## src/rtl/chronologic.sv

```systemverilog
// Pulse-width checker: measures high pulses on sig_in and flags short/long/legal pulses.
// Optional statistics counters are built when CHRONOLOGIC_STATS_EN is defined.
module chronologic #(
  parameter int MIN_HIGH = 2,
  parameter int MAX_HIGH = 6,
  parameter int CNT_W    = 16,
  localparam int RL_W    = $clog2(MAX_HIGH + 2)
) (
  input  logic            clk,
  input  logic            rst_n,
  input  logic            en,
  input  logic            sig_in,
  input  logic            clr,
  output logic            pulse_ok,
  output logic            err_short,
  output logic            err_long,
  output logic            err_sticky,
  output logic            busy,
  output logic [RL_W-1:0] run_len
`ifdef CHRONOLOGIC_STATS_EN
  ,
  output logic [CNT_W-1:0] ok_count,
  output logic [CNT_W-1:0] err_count
`endif
);

  typedef enum logic [1:0] {
    ST_ARM  = 2'd0,
    ST_IDLE = 2'd1,
    ST_HIGH = 2'd2,
    ST_OVER = 2'd3
  } state_t;

  state_t            state_q, state_d;
  logic [RL_W-1:0]   run_len_q, run_len_d;
  logic              pulse_ok_q, pulse_ok_d;
  logic              err_short_q, err_short_d;
  logic              err_long_q, err_long_d;
  logic              err_sticky_q, err_sticky_d;
  logic              busy_q, busy_d;

  always_comb begin
    state_d     = state_q;
    run_len_d   = run_len_q;
    pulse_ok_d  = 1'b0;
    err_short_d = 1'b0;
    err_long_d  = 1'b0;
    if (!en) begin
      // Disabling drops any pulse in flight; re-enabling must first see sig_in low.
      state_d = ST_ARM;
    end else begin
      unique case (state_q)
        ST_ARM: begin
          if (!sig_in) state_d = ST_IDLE;
        end
        ST_IDLE: begin
          if (sig_in) begin
            state_d   = ST_HIGH;
            run_len_d = RL_W'(1);
          end
        end
        ST_HIGH: begin
          if (sig_in) begin
            if (run_len_q == RL_W'(MAX_HIGH)) begin
              state_d    = ST_OVER;
              run_len_d  = RL_W'(MAX_HIGH + 1);
              err_long_d = 1'b1;
            end else begin
              run_len_d = run_len_q + RL_W'(1);
            end
          end else begin
            state_d = ST_IDLE;
            if (run_len_q < RL_W'(MIN_HIGH)) err_short_d = 1'b1;
            else                             pulse_ok_d  = 1'b1;
          end
        end
        ST_OVER: begin
          if (!sig_in) state_d = ST_IDLE;
        end
        default: state_d = ST_ARM;
      endcase
    end
    busy_d = (state_d == ST_HIGH) || (state_d == ST_OVER);
    // A new error outranks a simultaneous clear.
    if (err_short_d || err_long_d) err_sticky_d = 1'b1;
    else if (clr)                  err_sticky_d = 1'b0;
    else                           err_sticky_d = err_sticky_q;
  end

  always_ff @(posedge clk or negedge rst_n) begin
    if (!rst_n) begin
      state_q      <= ST_ARM;
      run_len_q    <= '0;
      pulse_ok_q   <= 1'b0;
      err_short_q  <= 1'b0;
      err_long_q   <= 1'b0;
      err_sticky_q <= 1'b0;
      busy_q       <= 1'b0;
    end else begin
      state_q      <= state_d;
      run_len_q    <= run_len_d;
      pulse_ok_q   <= pulse_ok_d;
      err_short_q  <= err_short_d;
      err_long_q   <= err_long_d;
      err_sticky_q <= err_sticky_d;
      busy_q       <= busy_d;
    end
  end

  assign pulse_ok   = pulse_ok_q;
  assign err_short  = err_short_q;
  assign err_long   = err_long_q;
  assign err_sticky = err_sticky_q;
  assign busy       = busy_q;
  assign run_len    = run_len_q;

`ifdef CHRONOLOGIC_STATS_EN
  logic [CNT_W-1:0] ok_cnt_q, ok_cnt_d;
  logic [CNT_W-1:0] err_cnt_q, err_cnt_d;

  // Clear-then-count lets a same-cycle event survive the clear as a count of one.
  function automatic logic [CNT_W-1:0] cnt_next(input logic [CNT_W-1:0] cur,
                                                input logic clear, input logic ev);
    logic [CNT_W-1:0] base;
    base = clear ? '0 : cur;
    if (ev && (base != '1)) return base + CNT_W'(1);
    return base;
  endfunction

  always_comb begin
    ok_cnt_d  = cnt_next(ok_cnt_q, clr, pulse_ok_d);
    err_cnt_d = cnt_next(err_cnt_q, clr, err_short_d || err_long_d);
  end

  always_ff @(posedge clk or negedge rst_n) begin
    if (!rst_n) begin
      ok_cnt_q  <= '0;
      err_cnt_q <= '0;
    end else begin
      ok_cnt_q  <= ok_cnt_d;
      err_cnt_q <= err_cnt_d;
    end
  end

  assign ok_count  = ok_cnt_q;
  assign err_count = err_cnt_q;
`endif

endmodule

```

## config.mk

```make
export PLATFORM = sky130hd
export DESIGN_NAME = chronologic
export DESIGN_NICKNAME = d
export VERILOG_FILES = /design/src/rtl/chronologic.sv
export SDC_FILE = /design/constraint.sdc
export NUM_CORES = 1
export LEC_CHECK = 0
export CAP_MARGIN = 20
export CORE_AREA = 2 2 39 41
export CTS_CLUSTER_DIAMETER = 150
export CTS_CLUSTER_SIZE = 25
export DETAILED_ROUTE_END_ITERATION = 8
export DIE_AREA = 0 0 41 43
export GPL_TIMING_DRIVEN = 0
export SYNTH_ARGS = -nofsm -noshare
export SYNTH_HDL_FRONTEND = slang
export SYNTH_SLANG_ARGS = --single-unit
```

## constraint.sdc

```tcl
create_clock -name clk -period 1.7 [get_ports clk]
set_clock_uncertainty 0.05 [all_clocks]
set_input_delay 0.34 -clock clk [delete_from_list [all_inputs] [get_ports clk]]
set_output_delay 0.34 -clock clk [all_outputs]
set_load 0.05 [all_outputs]
```

==> results.md <==
- Outcome: complete, no violations
- Nets: 72
- Max incr delay on CP: 0.55 ns
- CTS Sinks: 10
- Buf/Inv on CP: 1
- Power Dens Cells: 1030 mW/mm^2
- DP Wirelength: 682 um
- Via-per-instance ratio: 5.01
- Yosys warns: 0
- Crit-path cells: dlygate4sd2_1
- Fin cells: 78
- CP max-delay cell: dlygate4sd2_1
- ANT nets after route: 0
- Slew Viols, Final: 0
- Die Width: 41 um
- Clock transition at path regs: 0.06 ns
- Worst setup EP type: output port
- Fillers: 141
- Post-Syn Instances: 48
- Final setup vio count: 0
- Post-route setup TNS: 0 ns
- # IOs: 13
- Wire length of the first global-routing pass: 1510 um
- Global placement routability congestion: 0.728
- Crit path DAT: 1.26 ns
- Cell variety after synth: 22
- # rows: 14
- Vias in the first global route: 339
- Worst Max-Slew Pin Slew: 0.489 ns
- Total grt overflow: 0
- Unrepaired setup endpoints after global routing: false
- Final worst path period share: 97.1%
- Rel. slew slack: 67.6%
- Gr usage total: 13.2%
- Final-report hold violation count: 0
- Most frequent cells in the layout: dfrtp_1 (9), dlygate4sd2_1 (7)
- Core Area: 0.00138 mm^2
- Mean routed wirelength per cell: 11.8 um
- Num CTS Buffers: 3
- Initial DRC count: 3
- Syn nets: 57
- Clock buffer depth: 2
- Total number of vias: 391
- Peak supply drop: 0.000521 V
- Starting Density: 36.5%
- Post-synthesis sequential area ratio: 49.5%
- Syn Area/Cell: 10.5 um^2
- Critical path data required time: 1.31 ns
- Mapped cell area: 505 um^2
- FF+latch count, synth: 10
- Clk_lat worst skew: 0.26 ns
- CTS H-Tree Depth: 1
- Die Y: 43 um
- Layout cells sized above 1: 16.1%
- Hold Path Class: input port to flop
- Port Buffers: 10
- Inserted Diodes: 0
- CTS tree: done
- Final Power: 0.000657 W
- Max_cap viols: 0
- Initial antenna violation count: 0
- Leakage: 0.320 nW
- Crit path launch type: flop
- DRC: 0
- Die area: 0.00176 mm^2
- WL final: 919 um
- Post-route core utilization: 46.2%
- WS Path Type: flop to output port
- Synth-to-layout area growth: 26.5%
- Initial DRT Pass Iterations: 4
- Placed cells: 74
- Clock root buffer: clkbuf_4
- CP Max Fanout: 6
- Max Freq: 0.606 GHz
- Most common cell after layout, fill and taps aside: dfrtp_1
- Period minus WS final: 1.65 ns
- Largest net degree at the start of global routing: 11
- Crit path max-delay family: buffers and inverters
[synth_stat cells]
library cell | instances | area [um^2]
a211o_1 | 1 | 8.76
a211oi_1 | 1 | 7.51
a21boi_0 | 2 | 15.0
a21oi_1 | 2 | 10.0
a31oi_1 | 1 | 6.26
and3_2 | 1 | 7.51
and3_4 | 1 | 11.3
and4bb_2 | 1 | 12.5
buf_6 | 1 | 11.3
clkbuf_2 | 1 | 5.00
dfrtp_1 | 10 | 250
ha_1 | 4 | 50.1
inv_1 | 4 | 15.0
nand2_1 | 2 | 7.51
nand3_1 | 2 | 10.0
nand3b_1 | 1 | 7.51
nor2_1 | 2 | 7.51
nor3_1 | 4 | 20.0
nor3b_1 | 1 | 7.51
o211ai_1 | 1 | 7.51
o21a_1 | 1 | 7.51
o21ai_0 | 4 | 20.0
[worst paths after layout]
check	from	slack (ns)	endpoint	depth (start not counted)
worst min register to register	err_sticky	0.43	err_sticky	1
max in group asynchronous	rst_n	0.93	run_len[0]	1
worst max register to register	state_q[0]	0.17	state_q[0]	5
min in group asynchronous	rst_n	0.34	run_len[2]	1
worst max-delay path	run_len[1]	0.05	run_len[1]	1
worst min-delay path	sig_in	0.32	err_long	2
[per-layer routing]
metal / share of wire [%] / GRT usage, %
met5: 0 / 0
met4: 2.0 / 8.00
met3: 7.7 / 3.14
met2: 39 / 15.3
met1: 51 / 21.0
[cells by family (layout without fill, tap and decap cells)]
kind of cell               after synthesis  after routing  share of synthesized area (%)
AOI/OAI and AO/OA                       13             13                           16.3
adders and majority gates                4              4                           9.90
buffers and inverters                    6             20                           6.19
DFF                                     10             10                           49.5
and+or+nand+nor                         15             15                           18.1
[power breakdown]
group	internal [W]	total [W]	switching (W)
clock	0.0000906	0.000167	0.0000765
sequential	0.000265	0.000292	0.0000270
combinational	0.0000630	0.000198	0.000135
total	0.000418	0.000657	0.000239
[flip-flops by register name, summed over array words and instances (netlist names)]
name / cells
state_q: 2
busy: 1
err_long: 1
err_sticky: 1
pulse_ok: 1
run_len: 3
err_short: 1
[per-stage QoR]
stage	cell area, um^2	hold WS (ns)	worst slack, ns
floorplan	507	-0.00559	0.0461
global placement	627	0.423	0.00213
detailed placement	627	0.432	0.0186
CTS	643	0.315	0.00799
global route	639	0.316	0.0133
finish	639	0.321	0.0487
[what timing repair did]
action | CTS | global route
setup buffers | 0 | 0
endpoints found under the setup margin | 8 | 1
pin swaps | 0 | 0
hold buffers | 0 | 0
resized for setup | 8 | 2
[layout make-up]
| class | count | area [um^2] | area share, % |
|---|---|---|---|
| timing repair buffer | 10 | 86.3 | 13.5 |
| clock buffer | 4 | 26.3 | 4.11 |
| sequential | 10 | 251 | 39.3 |
| inverter | 4 | 15.0 | 2.35 |
| multi-input combinational | 32 | 224 | 35.0 |
| tap | 16 | 20.0 | 3.13 |
| buffer | 2 | 16.3 | 2.54 |
Note: power is estimated with default switching activity, not from simulation.
